## src/rtl/peripheral_slave_apb4_regfile_pkg.sv

```systemverilog
// Shared definitions for the APB4 register-file slave: FSM states,
// default ID constant and the width of the wait-state counter.
package peripheral_apb4_pkg;

    typedef enum logic [1:0] {
        ST_IDLE = 2'd0,
        ST_WAIT = 2'd1,
        ST_DONE = 2'd2
    } apb_state_t;

    localparam logic [31:0] ID_VALUE_DEFAULT = 32'hA5B4_0001;

    // Holds WAIT_STATES-1 for WAIT_STATES up to 15.
    localparam int WAIT_CNT_W = 4;

endpackage

```

## src/rtl/peripheral_slave_apb4_regfile_if.sv

```systemverilog
// APB4 bus bundle between a master and the register-file slave.
interface peripheral_slave_apb4_regfile_if #(
    parameter int PADDR_SIZE = 16,
    parameter int PDATA_SIZE = 32
);
    logic                      PSEL;
    logic                      PENABLE;
    logic [PADDR_SIZE-1:0]     PADDR;
    logic                      PWRITE;
    logic [PDATA_SIZE/8-1:0]   PSTRB;
    logic [PDATA_SIZE-1:0]     PWDATA;
    logic [PDATA_SIZE-1:0]     PRDATA;
    logic                      PREADY;
    logic                      PSLVERR;

    modport master (
        output PSEL, PENABLE, PADDR, PWRITE, PSTRB, PWDATA,
        input  PRDATA, PREADY, PSLVERR
    );

    modport slave (
        input  PSEL, PENABLE, PADDR, PWRITE, PSTRB, PWDATA,
        output PRDATA, PREADY, PSLVERR
    );
endinterface

```

## src/rtl/peripheral_slave_apb4_regfile_regfile.sv

```systemverilog
// Register storage: byte-enabled synchronous write port, combinational read.
module peripheral_regfile_apb4 #(
    parameter int NUM_REGS = 16,
    parameter int DATA_W   = 32
) (
    input  logic                        clk,
    input  logic                        rst,
    input  logic                        wr_en,
    input  logic [$clog2(NUM_REGS)-1:0] wr_idx,
    input  logic [DATA_W/8-1:0]         wr_strb,
    input  logic [DATA_W-1:0]           wr_data,
    input  logic [$clog2(NUM_REGS)-1:0] rd_idx,
    output logic [DATA_W-1:0]           rd_data
);
    localparam int NBYTES = DATA_W / 8;

    logic [DATA_W-1:0] mem [NUM_REGS];

    // Clear on reset, otherwise update only the strobed bytes of one word.
    always_ff @(posedge clk) begin
        if (rst) begin
            for (int i = 0; i < NUM_REGS; i++) begin
                mem[i] <= '0;
            end
        end else if (wr_en) begin
            for (int b = 0; b < NBYTES; b++) begin
                if (wr_strb[b]) begin
                    mem[wr_idx][b*8 +: 8] <= wr_data[b*8 +: 8];
                end
            end
        end
    end

    assign rd_data = mem[rd_idx];

endmodule

```

## src/rtl/peripheral_slave_apb4_regfile.sv

```systemverilog
// APB4 slave with a small register file; register 0 is a read-only ID.
// Each transfer is stretched by WAIT_STATES cycles before PREADY.
module peripheral_slave_apb4_regfile
    import peripheral_apb4_pkg::*;
#(
    parameter int                    PADDR_SIZE  = 16,
    parameter int                    PDATA_SIZE  = 32,
    parameter int                    NUM_REGS    = 16,
    parameter int                    WAIT_STATES = 1,
    parameter logic [PDATA_SIZE-1:0] ID_VALUE    = PDATA_SIZE'(ID_VALUE_DEFAULT)
) (
    input logic                      PCLK,
    input logic                      PRESET,
    peripheral_slave_apb4_regfile_if.slave apb
);
    localparam int                  IDX_W      = $clog2(NUM_REGS);
    localparam logic [PADDR_SIZE:0] ADDR_LIMIT = (PADDR_SIZE+1)'(NUM_REGS * 4);

    apb_state_t             state, state_next;
    logic [WAIT_CNT_W-1:0]  cnt, cnt_next;
    logic [IDX_W-1:0]       idx;
    logic                   addr_err;
    logic                   wr_en;
    logic [PDATA_SIZE-1:0]  rd_word;
    logic [PDATA_SIZE-1:0]  prdata_q;
    logic                   pslverr_q;

    assign idx      = apb.PADDR[IDX_W+1:2];
    // Register 0 is read-only; writing it is reported as an error.
    assign addr_err = ({1'b0, apb.PADDR} >= ADDR_LIMIT) ||
                      (apb.PADDR[1:0] != 2'b00) ||
                      (apb.PWRITE && (idx == '0));

    // Next-state logic; a dropped PSEL during WAIT abandons the transfer.
    always_comb begin
        state_next = state;
        cnt_next   = cnt;
        case (state)
            ST_IDLE: begin
                if (apb.PSEL && !apb.PENABLE) begin
                    if (WAIT_STATES == 0) begin
                        state_next = ST_DONE;
                    end else begin
                        state_next = ST_WAIT;
                        cnt_next   = WAIT_CNT_W'(WAIT_STATES - 1);
                    end
                end
            end
            ST_WAIT: begin
                if (!apb.PSEL) begin
                    state_next = ST_IDLE;
                    cnt_next   = '0;
                end else if (cnt == '0) begin
                    state_next = ST_DONE;
                end else begin
                    cnt_next = cnt - WAIT_CNT_W'(1);
                end
            end
            ST_DONE: state_next = ST_IDLE;
            default: state_next = ST_IDLE;
        endcase
    end

    // State, counter and response registers; response is captured entering DONE.
    always_ff @(posedge PCLK) begin
        if (PRESET) begin
            state     <= ST_IDLE;
            cnt       <= '0;
            prdata_q  <= '0;
            pslverr_q <= 1'b0;
        end else begin
            state <= state_next;
            cnt   <= cnt_next;
            if (state_next == ST_DONE) begin
                pslverr_q <= addr_err;
                if (addr_err || apb.PWRITE) begin
                    prdata_q <= '0;
                end else if (idx == '0) begin
                    prdata_q <= ID_VALUE;
                end else begin
                    prdata_q <= rd_word;
                end
            end else begin
                prdata_q  <= '0;
                pslverr_q <= 1'b0;
            end
        end
    end

    assign wr_en = (state == ST_DONE) && apb.PSEL && apb.PENABLE &&
                   apb.PWRITE && !addr_err && !PRESET;

    peripheral_regfile_apb4 #(
        .NUM_REGS (NUM_REGS),
        .DATA_W   (PDATA_SIZE)
    ) u_regs (
        .clk     (PCLK),
        .rst     (PRESET),
        .wr_en   (wr_en),
        .wr_idx  (idx),
        .wr_strb (apb.PSTRB),
        .wr_data (apb.PWDATA),
        .rd_idx  (idx),
        .rd_data (rd_word)
    );

    assign apb.PREADY  = (state == ST_DONE);
    assign apb.PRDATA  = prdata_q;
    assign apb.PSLVERR = pslverr_q;

endmodule

```

## src/flat_wrapper.sv

```systemverilog
// flat-port wrapper written by rule: the top's interface ports become plain ports
module peripheral_slave_apb4_regfile_flat import peripheral_apb4_pkg::*;
#(
    parameter int                    PADDR_SIZE  = 16,
    parameter int                    PDATA_SIZE  = 32,
    parameter int                    NUM_REGS    = 16,
    parameter int                    WAIT_STATES = 1,
    parameter logic [PDATA_SIZE-1:0] ID_VALUE    = PDATA_SIZE'(ID_VALUE_DEFAULT)
)
  (PCLK, PRESET, apb_PSEL, apb_PENABLE, apb_PADDR, apb_PWRITE, apb_PSTRB, apb_PWDATA, apb_PRDATA, apb_PREADY, apb_PSLVERR);
  peripheral_slave_apb4_regfile_if #(.PADDR_SIZE(PADDR_SIZE), .PDATA_SIZE(PDATA_SIZE)) apb_i ();
  input logic PCLK;
  input logic PRESET;
  input wire logic [$bits(apb_i.PSEL)-1:0] apb_PSEL;
  input wire logic [$bits(apb_i.PENABLE)-1:0] apb_PENABLE;
  input wire logic [$bits(apb_i.PADDR)-1:0] apb_PADDR;
  input wire logic [$bits(apb_i.PWRITE)-1:0] apb_PWRITE;
  input wire logic [$bits(apb_i.PSTRB)-1:0] apb_PSTRB;
  input wire logic [$bits(apb_i.PWDATA)-1:0] apb_PWDATA;
  output wire logic [$bits(apb_i.PRDATA)-1:0] apb_PRDATA;
  output wire logic [$bits(apb_i.PREADY)-1:0] apb_PREADY;
  output wire logic [$bits(apb_i.PSLVERR)-1:0] apb_PSLVERR;
  assign apb_i.PSEL = apb_PSEL;
  assign apb_i.PENABLE = apb_PENABLE;
  assign apb_i.PADDR = apb_PADDR;
  assign apb_i.PWRITE = apb_PWRITE;
  assign apb_i.PSTRB = apb_PSTRB;
  assign apb_i.PWDATA = apb_PWDATA;
  assign apb_PRDATA = apb_i.PRDATA;
  assign apb_PREADY = apb_i.PREADY;
  assign apb_PSLVERR = apb_i.PSLVERR;
  peripheral_slave_apb4_regfile #(.PADDR_SIZE(PADDR_SIZE), .PDATA_SIZE(PDATA_SIZE), .NUM_REGS(NUM_REGS), .WAIT_STATES(WAIT_STATES), .ID_VALUE(ID_VALUE)) u_core (.PCLK(PCLK), .PRESET(PRESET), .apb(apb_i));
endmodule
```

## config.mk

```make
export PLATFORM = sky130hd
export DESIGN_NAME = peripheral_slave_apb4_regfile_flat
export DESIGN_NICKNAME = d
export VERILOG_FILES = /design/src/rtl/peripheral_slave_apb4_regfile_pkg.sv /design/src/rtl/peripheral_slave_apb4_regfile_if.sv /design/src/rtl/peripheral_slave_apb4_regfile_regfile.sv /design/src/rtl/peripheral_slave_apb4_regfile.sv /design/src/flat_wrapper.sv
export SDC_FILE = /design/constraint.sdc
export NUM_CORES = 1
export LEC_CHECK = 0
export CAP_MARGIN = 20
export CORE_MARGIN = 8
export CORE_UTILIZATION = 55
export DETAILED_ROUTE_END_ITERATION = 7
export PLACE_DENSITY = 0.76
export SYNTH_ARGS = -nofsm -noshare
export SYNTH_HDL_FRONTEND = slang
export SYNTH_HIERARCHICAL = 1
export SYNTH_SLANG_ARGS = --single-unit
export TNS_END_PERCENT = 10
```

## constraint.sdc

```tcl
create_clock -name PCLK -period 3.1 [get_ports PCLK]
set_input_delay 0.93 -clock PCLK [delete_from_list [all_inputs] [get_ports PCLK]]
set_output_delay 0.93 -clock PCLK [all_outputs]
set_load 0.03 [all_outputs]
```

==> flow_summary.html <==
<table>
<tr><th>Metric</th><th>Value</th></tr>
<tr><th colspan="2">Placed design</th></tr>
<tr><td>GPL Wtd Cong</td><td>0.849</td></tr>
<tr><td>I/O Buffers</td><td>90</td></tr>
<tr><td>Placed Area</td><td>26,800 um^2</td></tr>
<tr><td>DPL Wire Length</td><td>approximately 40,000 um</td></tr>
<tr><td>Cell count after placement</td><td>2,392</td></tr>
<tr><th colspan="2">Global route</th></tr>
<tr><td>Wire length of the first global-routing pass</td><td>90,300 um</td></tr>
<tr><td>Global-route track usage on met2</td><td>a little under two fifths</td></tr>
<tr><td>Overall overflow remaining after global route</td><td>0</td></tr>
<tr><td>Busiest metal layer after global routing</td><td>met2</td></tr>
<tr><td>Global-route met3 utilization</td><td>5.53%</td></tr>
<tr><td>Via count of the first global-routing pass</td><td>14,965</td></tr>
<tr><td>Maximum number of pins on one net before global-route repair</td><td>77</td></tr>
<tr><td>Global-route met1 utilization</td><td>31.9%</td></tr>
<tr><td>Global Route Usage Sum</td><td>23.9%</td></tr>
<tr><td>Antenna violations before repair</td><td>0</td></tr>
<tr><th colspan="2">Clock network</th></tr>
<tr><td>PostCTS Resize Cnt</td><td>0</td></tr>
<tr><td>Clock Sinks</td><td>around 550</td></tr>
<tr><td>CTS buffer count</td><td>54</td></tr>
<tr><td>Clock-pin transition on the worst setup and hold timing paths</td><td>0.06 ns</td></tr>
<tr><td>Skew-Pair Late Insertion Delay</td><td>0.60 ns</td></tr>
<tr><td>CTS root buf</td><td>clkbuf_16</td></tr>
<tr><td>Postcts setup bufs</td><td>0</td></tr>
<tr><td>Longest Clk Path Bufs</td><td>3</td></tr>
<tr><td>H-tree depth reported by CTS</td><td>2</td></tr>
<tr><td>Number of buffers inserted for hold repair after clock tree synthesis</td><td>0</td></tr>
<tr><td>TritonCTS clock tree</td><td>built</td></tr>
<tr><th colspan="2">Power and ir drop</th></tr>
<tr><td>Int Pwr</td><td>12,700 uW</td></tr>
<tr><td>Power Dens Cells</td><td>562 nW/um^2</td></tr>
<tr><td>Total power of the final layout</td><td>roughly 16,000 uW</td></tr>
<tr><td>Power share of the combinational group</td><td>between 6 and 7%</td></tr>
<tr><td>Reported leakage power</td><td>roughly 0.01 uW</td></tr>
<tr><td>Worst IR drop on VDD</td><td>0.505 mV</td></tr>
<tr><td>Proportion of power drawn by flip-flops and latches</td><td>a little over half</td></tr>
<tr><td>Clock Power Share</td><td>slightly above 40%</td></tr>
<tr><td>Switching power summed over all nets</td><td>between 3000 and 4000 uW</td></tr>
<tr><td>Fraction of power spent switching nets</td><td>20.9%</td></tr>
<tr><th colspan="2">Setup path</th></tr>
<tr><td>Crit path capture type</td><td>primary output</td></tr>
<tr><td>Launching point of the worst reg2reg path</td><td>u_core/state[1]</td></tr>
<tr><td>Longest individual stage delay on the worst path</td><td>0.69 ns</td></tr>
<tr><td>Timing endpoint of the critical path</td><td>apb_PREADY</td></tr>
<tr><td>Library cell contributing the largest single delay on the critical path</td><td>clkdlybuf4s50_1</td></tr>
<tr><td>Logic depth of the worst register-to-register path</td><td>9</td></tr>
<tr><td>Required time of the worst setup path</td><td>2.17 ns</td></tr>
<tr><td>Kind of launch point of the worst setup path</td><td>flip-flop</td></tr>
<tr><td>Kind of cell adding the most delay to the critical path</td><td>buffers and inverters</td></tr>
<tr><td>Setup slack, reg-to-reg</td><td>0.62 ns</td></tr>
<tr><td>Crit-path max FO</td><td>5</td></tr>
<tr><td>End of the worst register-to-register path</td><td>u_core/u_regs/mem[15][17]</td></tr>
<tr><td>Levels on crit path</td><td>3</td></tr>
<tr><td>Data arrival, critical path</td><td>1.96 ns</td></tr>
<tr><td>Kind of critical path</td><td>flip-flop to primary output</td></tr>
<tr><td>Chain of cells forming the critical path</td><td>inv_1 &gt; nor2_1 &gt; clkdlybuf4s50_1</td></tr>
<tr><td>Worst setup path startpoint</td><td>u_core/state[1]</td></tr>
<tr><td>Crit path buffers/inverters</td><td>2</td></tr>
<tr><th colspan="2">Synthesis</th></tr>
<tr><td>Area fraction of the dominant cell type after synthesis</td><td>64.8%</td></tr>
<tr><td>Synth Flop Type</td><td>edfxtp_1</td></tr>
<tr><td>Post-synthesis register bit count</td><td>roughly 550</td></tr>
<tr><td>Number of different library cells in the post-synthesis netlist</td><td>a little over 40</td></tr>
<tr><td>Largest cells by area after synthesis</td><td>edfxtp_1 (65%), mux4_2 (12%), nor2_1 (8.2%)</td></tr>
<tr><td>Nets in the synthesized netlist</td><td>1,742</td></tr>
<tr><td>Portion of the post-synthesis area used by sequential elements</td><td>between 60% and 70%</td></tr>
<tr><td>FFs w/ async S/R, synth</td><td>0%</td></tr>
<tr><td>Syn Inst Count</td><td>approximately 1,700</td></tr>
<tr><td>Number of flops mapped to enable cells by yosys</td><td>between 500 and 600</td></tr>
<tr><td>Leading area contributor after synthesis</td><td>edfxtp_1</td></tr>
<tr><td>Yosys warning count</td><td>6</td></tr>
<tr><td>Netlist area before placement</td><td>between 20,000 and 25,000 um^2</td></tr>
<tr><td>Average cell area after synthesis</td><td>14.1 um^2</td></tr>
<tr><th colspan="2">Die</th></tr>
<tr><td>Placeable core region</td><td>42,900 um^2</td></tr>
<tr><td>Horizontal extent of the die</td><td>between 200 and 250 um</td></tr>
<tr><td>Height of the die</td><td>224 um</td></tr>
<tr><td>Total die area</td><td>50,100 um^2</td></tr>
<tr><td>IO Count</td><td>91</td></tr>
<tr><td>Initial standard-cell utilization of the core</td><td>55.4%</td></tr>
<tr><td>Placement row count</td><td>76</td></tr>
<tr><th colspan="2">STA</th></tr>
<tr><td>Setup repair after global routing missed its margin</td><td>no</td></tr>
<tr><td>Slew @ Worst Pin</td><td>0.664 ns</td></tr>
<tr><td>Final setup violation count</td><td>0</td></tr>
<tr><td>Shortest period the worst path allows</td><td>2.89 ns</td></tr>
<tr><td>Skew final</td><td>0.0185 ns</td></tr>
<tr><td>Max-slew violation count</td><td>0</td></tr>
<tr><td>Share of the clock period used by the worst path after layout</td><td>between 90% and 100%</td></tr>
<tr><td>Worst hold margin</td><td>~0.53 ns</td></tr>
<tr><td>Hold violation total from the final report</td><td>0</td></tr>
<tr><td>Peak clock frequency supported by timing</td><td>346 MHz</td></tr>
<tr><td>Worst rel slew slack</td><td>55.7%</td></tr>
<tr><th colspan="2">Layout</th></tr>
<tr><td>Final cell area excluding filler cells</td><td>28,600 um^2</td></tr>
<tr><td>Antenna cells</td><td>0</td></tr>
<tr><td>Ratio of cells with drive above 1 in the final layout</td><td>22.3%</td></tr>
<tr><td>Layout Area Growth over Synthesis</td><td>20.7%</td></tr>
<tr><td>Net count of the finished layout</td><td>1,922</td></tr>
<tr><td>Commonest cells after routing, fill and taps aside</td><td>nor2_1 (518), edfxtp_1 (512), buf_4 (136)</td></tr>
<tr><td>Most frequent standard cell in the layout excluding fill and tap cells</td><td>nor2_1</td></tr>
<tr><td>Count of placed standard cells in the final layout, fillers left out</td><td>2,494</td></tr>
<tr><td>Finished Core Util</td><td>66.8%</td></tr>
<tr><th colspan="2">Status</th></tr>
<tr><td>Outcome</td><td>finished, final reports clean</td></tr>
<tr><th colspan="2">Routing</th></tr>
<tr><td>Via count</td><td>15,105</td></tr>
<tr><td>Total Wirelength</td><td>59,900 um</td></tr>
<tr><td>Routed length per placed instance</td><td>24.0 um</td></tr>
<tr><td>Initial drt markers</td><td>between 1,500 and 2,000</td></tr>
<tr><td>Vias/cell</td><td>6.06</td></tr>
<tr><td>Remaining antenna violation count after routing</td><td>0</td></tr>
<tr><td>First-pass detailed-route iteration total</td><td>7</td></tr>
<tr><td>Detailed-route DRC error count</td><td>0</td></tr>
<tr><th colspan="2">Min path</th></tr>
<tr><td>Kind of path behind the tightest hold check</td><td>flip-flop to flip-flop</td></tr>
<tr><th colspan="2">Job</th></tr>
<tr><td>Max capacitance violation total</td><td>0</td></tr>
</table>
## synth_stat cells (2+ instances only)
master,n
a22oi_1,64
dfxtp_1,39
nor2_1,519
nor3_1,2
nand3_1,28
mux4_2,128
buf_4,9
nor4_1,4
buf_1,13
nand2_1,73
edfxtp_1,512
buf_2,18
or2_2,5
a21oi_1,4
and2_1,33
clkbuf_1,111
and3b_1,4
inv_1,4
ha_1,2
nor2b_1,8
buf_6,5
nand3b_1,5
nand3_2,3
or3_1,2
o21bai_1,61
o21ai_0,11
nor2_2,2
## layout make-up
cell class,instances,area [um^2]
multi-input cells,972,6910
fillers,2871,14200
clock buffers,72,1550
flip-flops and latches,551,16200
repair buffers,280,3000
well taps,585,732
inverters,4,15.0
clock inverters,30,282
## logic make-up after synthesis
group | share of synthesized area [%]
AO/OA/AOI/OAI | 4.46
adder cells (fa/ha/maj) | 0.105
buffers and inverters | 2.93
flip-flops | 68.1
multiplexers | 12.2
AND/OR/NAND/NOR | 12.3
## layer usage
| metal | wire length (um) | up-vias |
|---|---|---|
| li1 | - | 6535 |
| met1 | 22100 | 7465 |
| met2 | 28700 | 969 |
| met3 | 7110 | 136 |
| met4 | 2080 | 0 |
| met5 | 0 | - |
## stage by stage
step | worst slack [ns] | TNS [ns]
after global placement | -0.232 | -97.55
after CTS | 0.172 | 0
after floorplan | -0.109 | -8.71
after detailed placement | -0.345 | -178.24
after global routing | 0.0386 | 0
final | 0.208 | 0
## worst min path at each step
stage / start / to / depth (start not counted)
finish: u_core/cnt[3] / u_core/cnt[3] / 2
global route: u_core/cnt[3] / u_core/cnt[3] / 2
CTS: u_core/cnt[3] / u_core/cnt[3] / 2
detailed placement: u_core/cnt[3] / u_core/cnt[3] / 2
global placement: u_core/cnt[3] / u_core/cnt[3] / 2
floorplan: u_core/cnt[3] / u_core/cnt[3] / 2
## worst min-delay path, cell delays in order, from the launching register on
cell	delay, ns
dfxtp_1	0.33
o41ai_1	0.08
a21oi_1	0.07
## power groups by stage
stage,logic (uW),clock network (uW),registers (uW)
finish,1020,6670,8410
global route,1080,7000,8420
CTS,1010,6740,8410
detailed placement,1000,0,8560
global placement,975,0,8550
floorplan,605,0,8510
## registers in the layout, indices dropped and copies added (netlist names)
register,count
u_core/cnt,4
u_core/u_regs/mem,512
u_core/apb.PSLVERR,1
u_core/apb.PRDATA,32
u_core/state,2
No activity file was read; power rests on OpenSTA's default activity.
